[config.mk]
export PLATFORM = sky130hd
export DESIGN_NAME = mem_wb_stage
export DESIGN_NICKNAME = d
export VERILOG_FILES = /design/src/rtl/mem_wb_stage.sv
export SDC_FILE = /design/constraint.sdc
export NUM_CORES = 1
export LEC_CHECK = 0
export ABC_AREA = 1
export CORE_ASPECT_RATIO = 1.1
export CORE_UTILIZATION = 38
export CTS_CLUSTER_DIAMETER = 150
export DETAILED_ROUTE_END_ITERATION = 10
export PLACE_DENSITY = 0.83
export SKIP_LAST_GASP = 1
export SYNTH_ARGS = -nofsm -noshare
export SYNTH_HDL_FRONTEND = slang
export SYNTH_SLANG_ARGS = --single-unit
[constraint.sdc]
create_clock -name clk -period 1.29 [get_ports clk]
set_input_delay 0.129 -clock clk [delete_from_list [all_inputs] [get_ports clk]]
set_output_delay 0.129 -clock clk [all_outputs]
set_load 0.01 [all_outputs]
[src/rtl/mem_wb_stage.sv]
// mem_wb_stage: memory / write-back stage of the ARM-style pipeline.
// Performs a single-word data-memory access over a req/ready handshake,
// freezing upstream while the access is outstanding, and drives the
// register-file write port from registers.
// Optional feature macro: MEM_WB_FORWARD_EN adds fwd_valid/fwd_dest/fwd_value
// mirrors of the write-back port for the EX-stage forwarding unit.
module mem_wb_stage #(
  parameter int TIMEOUT_CYCLES = 64
) (
  input  logic        clk,
  input  logic        rst,
  input  logic        in_valid,
  input  logic        wb_en_in,
  input  logic        mem_r_en_in,
  input  logic        mem_w_en_in,
  input  logic [3:0]  dest_in,
  input  logic [31:0] alu_res_in,
  input  logic [31:0] st_val_in,
  output logic        dmem_req,
  output logic        dmem_we,
  output logic [31:0] dmem_addr,
  output logic [31:0] dmem_wdata,
  input  logic [31:0] dmem_rdata,
  input  logic        dmem_ready,
  output logic        freeze,
  output logic        writeBackEn,
  output logic [3:0]  Dest_wb,
  output logic [31:0] Result_WB,
`ifdef MEM_WB_FORWARD_EN
  output logic        mem_err,
  output logic        fwd_valid,
  output logic [3:0]  fwd_dest,
  output logic [31:0] fwd_value
`else
  output logic        mem_err
`endif
);

  // A 1-wide counter is the floor; TIMEOUT_CYCLES >= 2 keeps clog2 >= 1.
  localparam int CW = (TIMEOUT_CYCLES > 2) ? $clog2(TIMEOUT_CYCLES) : 1;
  localparam logic [CW-1:0] CNT_LAST = CW'(TIMEOUT_CYCLES - 1);

  typedef enum logic {IDLE, ACCESS} state_t;

  state_t        state_q;
  logic [CW-1:0] cnt_q;
  logic          req_q;
  logic          we_q;
  logic [31:0]   addr_q;
  logic [31:0]   wdata_q;
  logic          freeze_q;
  logic          wb_en_q;
  logic [3:0]    dest_wb_q;
  logic [31:0]   result_q;
  logic          err_q;
  // Attributes of the in-flight memory instruction.
  logic [3:0]    lat_dest_q;
  logic          lat_wb_q;
  logic          lat_rd_q;

  // Stage FSM: captures EX/MEM, runs the handshake, updates write-back regs.
  always_ff @(posedge clk) begin
    if (!rst) begin
      state_q    <= IDLE;
      cnt_q      <= '0;
      req_q      <= 1'b0;
      we_q       <= 1'b0;
      addr_q     <= '0;
      wdata_q    <= '0;
      freeze_q   <= 1'b0;
      wb_en_q    <= 1'b0;
      dest_wb_q  <= '0;
      result_q   <= '0;
      err_q      <= 1'b0;
      lat_dest_q <= '0;
      lat_wb_q   <= 1'b0;
      lat_rd_q   <= 1'b0;
    end else begin
      case (state_q)
        IDLE: begin
          if (!in_valid) begin
            wb_en_q <= 1'b0;
          end else if (mem_r_en_in || mem_w_en_in) begin
            lat_dest_q <= dest_in;
            lat_wb_q   <= wb_en_in;
            lat_rd_q   <= mem_r_en_in;
            addr_q     <= alu_res_in;
            wdata_q    <= st_val_in;
            // A write enable wins, so r+w together behaves as a store.
            we_q       <= mem_w_en_in;
            req_q      <= 1'b1;
            freeze_q   <= 1'b1;
            wb_en_q    <= 1'b0;
            cnt_q      <= '0;
            state_q    <= ACCESS;
          end else begin
            wb_en_q   <= wb_en_in;
            dest_wb_q <= dest_in;
            result_q  <= alu_res_in;
          end
        end
        ACCESS: begin
          // Ready is checked before the timeout so a last-cycle ready completes.
          if (dmem_ready) begin
            if (lat_rd_q && !we_q) begin
              result_q  <= dmem_rdata;
              dest_wb_q <= lat_dest_q;
              wb_en_q   <= lat_wb_q;
            end else begin
              wb_en_q <= 1'b0;
            end
            req_q    <= 1'b0;
            freeze_q <= 1'b0;
            state_q  <= IDLE;
          end else if (cnt_q == CNT_LAST) begin
            req_q    <= 1'b0;
            freeze_q <= 1'b0;
            err_q    <= 1'b1;
            wb_en_q  <= 1'b0;
            state_q  <= IDLE;
          end else begin
            cnt_q   <= cnt_q + 1'b1;
            wb_en_q <= 1'b0;
          end
        end
        default: state_q <= IDLE;
      endcase
    end
  end

  assign dmem_req    = req_q;
  assign dmem_we     = we_q;
  assign dmem_addr   = addr_q;
  assign dmem_wdata  = wdata_q;
  assign freeze      = freeze_q;
  assign writeBackEn = wb_en_q;
  assign Dest_wb     = dest_wb_q;
  assign Result_WB   = result_q;
  assign mem_err     = err_q;

`ifdef MEM_WB_FORWARD_EN
  assign fwd_valid = wb_en_q;
  assign fwd_dest  = dest_wb_q;
  assign fwd_value = result_q;
`endif

endmodule

==> impl_metrics.toml, run 1 <==
[timing]
setup_viol = 0
finalSetupTns_ns = 0
worst_pin_slew_ns = 0.337
setup_ws_ns = 0.0203
hold_violations = 0
maxSlewHeadroom_pct = 77.6
slew_viol_final = 0
clock_skew_ns = 0.00739
layout_min_cycle_time_ns = 1.27
fmax_mhz = 788
period_share_pct = 98.4
rsz0062_at_grt = "true"

[yosys]
synth_commonest_cells = "nand2_1 (174), nor2_1 (131), dfxtp_1 (117)"
yosys.area.top_type = "dfxtp_1"
avgSynthCellArea_sq_um = 7.20
synth-edff-count = 0
synthCells = 674
synthFlopType = "dfxtp_1"
ys_ff_latch = 117
netlist_area_sq_mm = 0.00485
syn_nets = 782
yosys.cell_count.top_type = "nand2_1"
async_flop_share_pct = 0
synth_top_area_share_pct = 48.3
synth_cell_type_count = 25
yosysWarnings = 0
seq_area_frac_synth_pct = 48.3
ys_top_cells_by_area = "dfxtp_1 (48%), nand2_1 (13%), nor2_1 (10%)"

[placed_design]
place_ws_ns = -0.322
numPortBuffers = 211
dp_cells = 1030
gp_congestion = 0.829
post-dp-hpwl_mm = 10.4

[floorplan]
dieArea_sq_mm = 0.0132
die_w_um = 110
rows = 42
fp.dieH_um = 121
core-area_sq_mm = 0.0122
initial_core_util_pct = 39.6
ios = 212

[hold_path]
holdCritPathClass = "in -> reg"
min_from = "rst"

[worst_setup_path]
cp_cell_sequence = "nor2_4 > nand2_4 > buf_4 > nand2_1 > nand2_1 > nand2_1 > a21oi_2"
worst_setup_path_start_kind = "flip-flop"
timing.rr.start = "state_q$_SDFF_PN0_"
worstPathMaxFanout = 7
startpoint = "state_q$_SDFF_PN0_"
crit_type = "reg -> reg"
critPathArrivalTime_ns = 1.56
slowest_delay_ns = 0.39
cp.required_ns = 1.58
slowest_stage = "dfxtp_4"
cp-end-kind = "flip-flop"
cpMostUsedCell = "nand2_1"

[finish]
nFillCells = 1122
layout.nets = 1004
multi_input_area_sq_mm = 0.00221
syn2layout_area_growth_pct = 62.5
num_antenna_cells = 0
finalNonFillerCells = 1063
drive_gt1_share_pct = 11.6
final_core_util_pct = 64.4
area.sequential_sq_mm = 0.00235

[clock_network]
clock_sinks = 117
cts_tree = "yes"
clk_pin_slew_ns = 0.05
cts_buffers = 17
cts_root_buf = "clkbuf_16"
clockBufferDepth = 2
worstSkewPairLatency_ns = 0.40
holdBufCountCts = 0
htree_levels = 4

[detailed_routing]
ant_nets = 0
wl_per_cell_um = 14.2
drt_iter0_drc = 328
drc = 0
firstDrtPassIters = 5
routed_via_density = 4.89
wl_mm = 15.1
vias = 5198

[pwr]
p_leak_nw = 3.65
ir_drop_v = 0.000702
power_density_mw_per_mm2 = 1400

[run_status]
outcome = "finished, final reports clean"

[run]
cap_violations = 0

[global_route]
grt_pass1_wl_mm = 23.4
grt_pass1_vias = 4778
antenna_found_initial = 0
gr-usage-all-layers_pct = 23.1
grt_max_degree = 38
overflow = 0
-- state kept, by name, indices dropped and copies added (netlist names) --
name         flops
freeze           1
dmem_addr       32
dmem_we          1
dmem_wdata      32
cnt_q            6
Result_WB       32
Dest_wb          4
state_q          1
mem_err          1
lat_dest_q       4
writeBackEn      1
lat_rd_q         1
lat_wb_q         1
-- metal layers --
| metal | wire length [um] | track usage (%) | part of all wire (%) | vias up |
|---|---|---|---|---|
| met5 | 0 | 0 | 0 | - |
| met4 | 259 | 7.58 | 1.7 | 0 |
| met3 | 1120 | 6.85 | 7.4 | 23 |
| met2 | 7360 | 39.0 | 49 | 208 |
| met1 | 6360 | 27.7 | 42 | 2365 |
| li1 | - | - | - | 2602 |
-- cell type report --
cell class              instances  area share [%]
repair buffers                250            30.7
inverters                      15           0.873
flip-flops and latches        117            29.8
multi-input cells             495            28.1
well taps                     154            2.44
clock buffers                  24            6.24
clock inverters                 8            1.84
-- cells in the final DEF (no fill, tap or decap), drive strengths merged --
cell,synthesis,routed
dlygate4sd2,0,104
dlymetal6s2s,0,1
buf,26,40
a21oi,45,45
o21a,1,1
clkinv,2,4
nor2,149,149
clkbuf,21,24
or2,1,1
bufinv,0,4
nand3,44,44
ha,1,1
inv,13,13
nand4,2,2
dfxtp,117,117
o21bai,1,1
clkdlybuf4s50,0,105
nor3,2,2
o21ai,74,74
clkinvlp,0,2
nand2,175,175
-- kinds of logic after synthesis --
family / synth area share [%]
AOI/OAI and AO/OA: 13.1
DFF: 48.3
and+or+nand+nor: 31.2
adders and majority gates: 0.258
buffers and inverters: 7.17
-- worst paths after layout --
kind | to | slack (ns) | depth (start not counted)
max | cnt_q[2]$_SDFFE_PN0P_ | 0.02 | 7
min | cnt_q[5]$_SDFFE_PN0P_ | 0.19 | 4
max reg2reg | cnt_q[2]$_SDFFE_PN0P_ | 0.02 | 7
min reg2reg | mem_err$_SDFFE_PN0P_ | 0.45 | 1
-- critical path: cells and delay by family, from the launching register on --
family / cells / cell delay, ns
AO/OA/AOI/OAI: 1 / 0.06
flip-flops: 1 / 0.39
buffers and inverters: 1 / 0.17
AND/OR/NAND/NOR: 5 / 0.54
-- timing repair --
action	4_1_cts	5_1_grt
resized for setup	109	33
setup buffers	0	1
setup endpoints to repair	127	111
cloned	0	0
pin swaps	0	5
-- metrics by stage --
step / instance area [sq um] / hold WS (ns) / power (mW)
after floorplan: 4850 / 0.272 / 5.03
after global placement: 7250 / 0.447 / 6.12
after detailed placement: 7250 / 0.451 / 6.15
after CTS: 7770 / 0.169 / 11.1
after global routing: 7890 / 0.195 / 11.5
final: 7890 / 0.191 / 11.0
-- power by group --
part	switching [mW]	total (mW)	internal [mW]
sequential	0.152	4.05	3.90
clock	1.62	5.05	3.43
combinational	0.961	1.91	0.953
Power figures use the tool's default switching activity.
==> run 2, diff against run 1 <==
--- a/config.mk
+++ b/config.mk
@@ -8,6 +8,7 @@
 export ABC_AREA = 1
 export CORE_ASPECT_RATIO = 1.1
 export CORE_UTILIZATION = 38
+export CTS_BUF_LIST = sky130_fd_sc_hd__clkbuf_4 sky130_fd_sc_hd__clkbuf_8 sky130_fd_sc_hd__clkbuf_16
 export CTS_CLUSTER_DIAMETER = 150
 export DETAILED_ROUTE_END_ITERATION = 10
 export PLACE_DENSITY = 0.83
==> impl_metrics.toml, run 2 (synthesis gave the netlist of run 1 again) <==
[run_status]
outcome = "finished, final reports clean"

[detailed_routing]
routed_via_density = 4.90
ant_nets = 0
drc = 0
drt_iter0_drc = 296
wl_per_cell_um = 14.1
wl_mm = 15.0
vias = 5204
firstDrtPassIters = 6

[floorplan]
rows = 42
dieArea_sq_mm = 0.0132
initial_core_util_pct = 39.6
fp.dieH_um = 121
ios = 212
core-area_sq_mm = 0.0122
die_w_um = 110

[pwr]
power_frac_clock_pct = 46.2
power.total_mw = 11.1
netSwitchingFraction_pct = 24.6
switchingPower_mw = 2.73
seqPwrFrac_pct = 36.6
p_int_mw = 8.35
ir_drop_v = 0.000701
p_leak_nw = 3.66
comb_power_share_pct = 17.3
power_density_mw_per_mm2 = 1400

[finish]
drive_gt1_share_pct = 11.9
num_antenna_cells = 0
final_cell_mix = "nand2_1 (170), nor2_1 (130), dfxtp_1 (113)"
final_area_sq_mm = 0.00790
finalNonFillerCells = 1063
layout.nets = 1004
nFillCells = 1127
syn2layout_area_growth_pct = 62.7
mostFrequentLayoutCell = "nand2_1"

[global_route]
grt_pass1_vias = 4769
gr-usage-all-layers_pct = 23.1
overflow = 0
antenna_found_initial = 0
grt_max_degree = 38
grt_pass1_wl_mm = 23.4

[hold_path]
hold_depth = 4
holdCritPathClass = "in -> reg"
min_from = "rst"
min_to = "cnt_q[5]$_SDFFE_PN0P_"

[timing]
setup_viol = 0
setup_ws_ns = 0.0195
worst_pin_slew_ns = 0.323
period_share_pct = 98.5
fmax_mhz = 787
whs_ns = 0.191
clock_skew_ns = 0.00801
maxSlewHeadroom_pct = 78.4
rsz0062_at_grt = "true"
layout_min_cycle_time_ns = 1.27
slew_viol_final = 0
hold_violations = 0

[worst_setup_path]
timing.rr.start = "state_q$_SDFF_PN0_"
crit_type = "reg -> reg"
r2r_setup_slack_ns = 0.02
cp.required_ns = 1.58
critPathArrivalTime_ns = 1.56
r2r_cells = 7
timing.rr.end = "cnt_q[2]$_SDFFE_PN0P_"
cp-end-kind = "flip-flop"
worst_setup_path_start_kind = "flip-flop"
worstPathMaxFanout = 7

[clock_network]
clockBufferDepth = 2
cts_root_buf = "clkbuf_16"
cts_tree = "yes"
htree_levels = 4
clock_sinks = 117
worstSkewPairLatency_ns = 0.41
clk_pin_slew_ns = 0.05
cts_buffers = 17
holdBufCountCts = 0

[run]
cap_violations = 0

[placed_design]
gp_congestion = 0.829
post-dp-hpwl_mm = 10.4
dp_cells = 1030
numPortBuffers = 211
dpl_cell_area_sq_mm = 0.00725
place_ws_ns = -0.322
==> run 2: how the worst max path moves through the flow <==
stage,start,slack (ns),cells past startpoint,to
after floorplan,cnt_q[0]$_SDFFE_PN0P_,0.01,6,cnt_q[4]$_SDFFE_PN0P_
after global placement,mem_r_en_in,-0.25,8,dmem_addr[17]$_SDFFE_PN0P_
after detailed placement,mem_w_en_in,-0.32,8,dmem_addr[19]$_SDFFE_PN0P_
after CTS,freeze$_SDFFE_PN0P_,-0.17,1,freeze
after global routing,cnt_q[1]$_SDFFE_PN0P_,-0.07,8,cnt_q[2]$_SDFFE_PN0P_
final,state_q$_SDFF_PN0_,0.02,7,cnt_q[2]$_SDFFE_PN0P_
==> run 2: power by group through the flow <==
| stage | combinational (mW) | clock [mW] | sequential [mW] |
|---|---|---|---|
| 2_1_floorplan | 0.803 | 0 | 4.23 |
| 3_3_place_gp | 2.00 | 0 | 4.11 |
| 3_5_place_dp | 2.03 | 0 | 4.12 |
| 4_1_cts | 1.88 | 5.20 | 4.04 |
| 5_1_grt | 2.11 | 5.40 | 4.08 |
| 6_report | 1.91 | 5.11 | 4.05 |
==> run 2: area by class of cell <==
type	count	area (sq um)	share of cell area, %
Timing Repair Buffer	250	2420	30.7
Sequential cell	117	2350	29.8
Multi-Input combinational cell	495	2210	28.0
Clock buffer	24	503	6.37
Tap cell	154	193	2.44
Clock inverter	8	145	1.84
Inverter	15	68.8	0.871
==> run 2: per-stage QoR <==
stage	util (%)	setup TNS, ns
3_3_place_gp	59.2	-24.09
6_report	64.5	0
2_1_floorplan	-	0
4_1_cts	63.6	-0.185
3_5_place_dp	59.2	-28.92
5_1_grt	64.5	-0.447
==> run 2: metal layers <==
layer	part of all wire, %	GRT usage (%)	wire, um
met5	0	0	0
met4	1.7	7.83	250
met3	7.0	7.01	1050
met2	49	38.9	7400
met1	42	27.7	6330
==> run 2: worst max-delay path, cell delays in order, from the launching register on <==
cell     delay (ns)
dfxtp_4        0.39
nor2_4         0.15
nand2_4        0.12
buf_4          0.17
nand2_1        0.10
nand2_1        0.08
nand2_1        0.09
a21oi_2        0.06
==> run 2: what timing repair did <==
action,in CTS,in global routing
endpoints found under the setup margin,126,111
pin swaps,0,5
setup buffers,0,1
gates resized for setup,109,33
==> run 3, diff against run 2 <==
--- a/config.mk
+++ b/config.mk
@@ -5,13 +5,13 @@
 export SDC_FILE = /design/constraint.sdc
 export NUM_CORES = 1
 export LEC_CHECK = 0
-export ABC_AREA = 1
 export CORE_ASPECT_RATIO = 1.1
+export CORE_MARGIN = 2
 export CORE_UTILIZATION = 38
 export CTS_BUF_LIST = sky130_fd_sc_hd__clkbuf_4 sky130_fd_sc_hd__clkbuf_8 sky130_fd_sc_hd__clkbuf_16
 export CTS_CLUSTER_DIAMETER = 150
 export DETAILED_ROUTE_END_ITERATION = 10
-export PLACE_DENSITY = 0.83
+export PLACE_DENSITY = 0.84
 export SKIP_LAST_GASP = 1
 export SYNTH_ARGS = -nofsm -noshare
 export SYNTH_HDL_FRONTEND = slang
==> impl_metrics.toml, run 3 <==
[run_status]
outcome = "finished with violations"
violations = "negative setup slack"

[placed_design]
numPortBuffers = 211
gp_congestion = 0.812
dpl_cell_area_sq_mm = 0.00711
post-dp-hpwl_mm = 10.3

[floorplan]
initial_core_util_pct = 38.8
fp.dieH_um = 120
core-area_sq_mm = 0.0120
ios = 212
dieArea_sq_mm = 0.0132
rows = 42
die_w_um = 110

[clock_network]
worstSkewPairLatency_ns = 0.41
clockBufferDepth = 2
clock_sinks = 117
cts_buffers = 17
htree_levels = 4
cts_root_buf = "clkbuf_16"
clk_pin_slew_ns = 0.06
cts_tree = "yes"

[finish]
drive_gt1_share_pct = 22.2
syn2layout_area_growth_pct = 79.9
multi_input_area_sq_mm = 0.00237
num_antenna_cells = 0
layout.nets = 891
final_cell_mix = "nand2_1 (144), dfxtp_1 (115), clkdlybuf4s50_1 (106)"
mostFrequentLayoutCell = "nand2_1"
area.sequential_sq_mm = 0.00235
nFillCells = 904
final_area_sq_mm = 0.00840

[worst_setup_path]
cp.required_ns = 1.62
cp_cell_sequence = "clkdlybuf4s50_1 > or2_1 > o21ai_4 > buf_6 > buf_6 > buf_12 > nor2_1 > a211oi_2"
worstPathMaxFanout = 8
slowest_delay_ns = 0.45
cpMostUsedCell = "buf_6"
timing.rr.end = "dmem_wdata[16]$_SDFFE_PN0P_"
critPathArrivalTime_ns = 1.77
cp.depth = 8
path_delay_family = "buffers and inverters"
r2r_setup_slack_ns = -0.15
crit_type = "in -> reg"
slowest_stage = "clkdlybuf4s50_1"
crit_end = "Result_WB[31]$_SDFFE_PN0P_"
worst_setup_path_start_kind = "input pin"
timing.rr.start = "state_q$_SDFF_PN0_"
cp-end-kind = "flip-flop"
r2r_cells = 6
worst-path-buf-inv = 4
startpoint = "mem_r_en_in"

[run]
cap_violations = 0

[timing]
setup_viol = 115
layout_min_cycle_time_ns = 1.44
worst_pin_slew_ns = 0.308
slew_viol_final = 0
rsz0062_at_grt = "true"
clock_skew_ns = 0.0121
maxSlewHeadroom_pct = 79.5
setup_ws_ns = -0.145
period_share_pct = 111
hold_violations = 0
fmax_mhz = 697
finalSetupTns_ns = -9.05

[hold_path]
holdCritPathClass = "in -> reg"

[yosys]
synth_commonest_cells = "nand2_1 (146), dfxtp_1 (117), a21oi_1 (75)"
seq_area_frac_synth_pct = 50.2
ys_ff_latch = 117
ys_top_cells_by_area = "dfxtp_1 (50%), nand2_1 (12%), a211oi_2 (8.0%)"
synth_top_area_share_pct = 50.2
netlist_area_sq_mm = 0.00467
synth-edff-count = 0
yosys.area.top_type = "dfxtp_1"
synthCells = 530
synthFlopType = "dfxtp_1"
yosysWarnings = 0
yosys.cell_count.top_type = "nand2_1"
syn_nets = 638
synth_cell_type_count = 35
avgSynthCellArea_sq_um = 8.81
async_flop_share_pct = 0

[global_route]
grtUsageMet1_pct = 29.0
grt_max_degree = 51
grt_pass1_vias = 5173
use_met2_pct = 43.4
use_met3_pct = 7.12
busiest_layer = "met2"
overflow = 0
grt_pass1_wl_mm = 25.9
antenna_found_initial = 0
gr-usage-all-layers_pct = 25.2

[pwr]
power_density_mw_per_mm2 = 1300
ir_drop_v = 0.000876
p_leak_nw = 3.54

[detailed_routing]
wl_per_cell_um = 17.9
firstDrtPassIters = 5
wl_mm = 17.0
vias = 4964
drc = 0
drt_iter0_drc = 280
routed_via_density = 5.23
ant_nets = 0
[run 3: cell count changes after synthesis, moves of 5 or more]
cell,change
buf_2,+5
nand3_1,-39
a211oi_1,+8
o21ai_0,-69
clkbuf_1,-10
nor2_2,-18
mux2i_1,+37
a21oi_1,+30
buf_6,-5
inv_1,-10
nor2_1,-89
nand2_1,-28
a211oi_2,+30
[run 3: logic make-up after synthesis]
kind of cell / count (synthesis) / synth area share, %
compound gates: 124 / 19.1
fa+ha+maj: 1 / 0.268
buf+inv: 41 / 4.42
flops: 117 / 50.2
mux: 37 / 7.94
simple gates: 210 / 18.1
[run 3: what timing repair did]
| action | in CTS | in global routing |
|---|---|---|
| setup buffers | 15 | 11 |
| pin swaps | 19 | 19 |
| hold buffers | 0 | 0 |
| gates cloned | 8 | 0 |
| resized for setup | 172 | 34 |
| endpoints found under the setup margin | 218 | 116 |
[run 3: cell type report]
cell class                 instances  area share [%]
inverter                           2           0.119
clock inverter                    14            2.38
multi-input combinational        372            28.2
sequential                       117            27.9
tap                              154            2.29
timing repair buffer             273            33.8
clock buffer                      18            5.23
[run 3: through the flow]
step	hold slack, ns	setup WS (ns)	utilization, %	instances	power, mW
global placement	0.442	-0.437	59.1	886	5.63
detailed placement	0.448	-0.514	59.1	886	5.69
floorplan	0.247	-0.0237	-	530	4.72
global route	0.267	-0.221	69.8	950	11.3
finish	0.268	-0.145	69.8	950	10.9
CTS	0.257	-0.142	68.1	940	10.8
[run 3: where the power goes]
part / internal (mW) / switching, mW
logic: 0.996 / 0.888
registers: 3.82 / 0.117
clock network: 3.30 / 1.78
[run 3: per-layer routing]
metal | vias to the layer above | routed length [um]
met5 | - | 0
met4 | 0 | 471
met3 | 35 | 1100
met2 | 191 | 8900
met1 | 2417 | 6570
li1 | 2321 | -
[run 3: worst register-to-register path: stages (launching register included)]
cell      delay (ns)
dfxtp_4         0.37
nand2b_4        0.17
buf_6           0.13
nor2_4          0.24
buf_12          0.22
nand2_1         0.08
a21oi_1         0.15
[run 3: worst min path at each step]
stage / startpoint / end / cells after the start
final: st_val_in[18] / dmem_wdata[18]$_SDFFE_PN0P_ / 3
after global routing: st_val_in[13] / dmem_wdata[13]$_SDFFE_PN0P_ / 3
after CTS: st_val_in[11] / dmem_wdata[11]$_SDFFE_PN0P_ / 3
after detailed placement: dmem_wdata[26]$_SDFFE_PN0P_ / dmem_wdata[26]$_SDFFE_PN0P_ / 2
after global placement: lat_dest_q[2]$_SDFFE_PN0P_ / lat_dest_q[2]$_SDFFE_PN0P_ / 2
after floorplan: rst / mem_err$_SDFFE_PN0P_ / 1
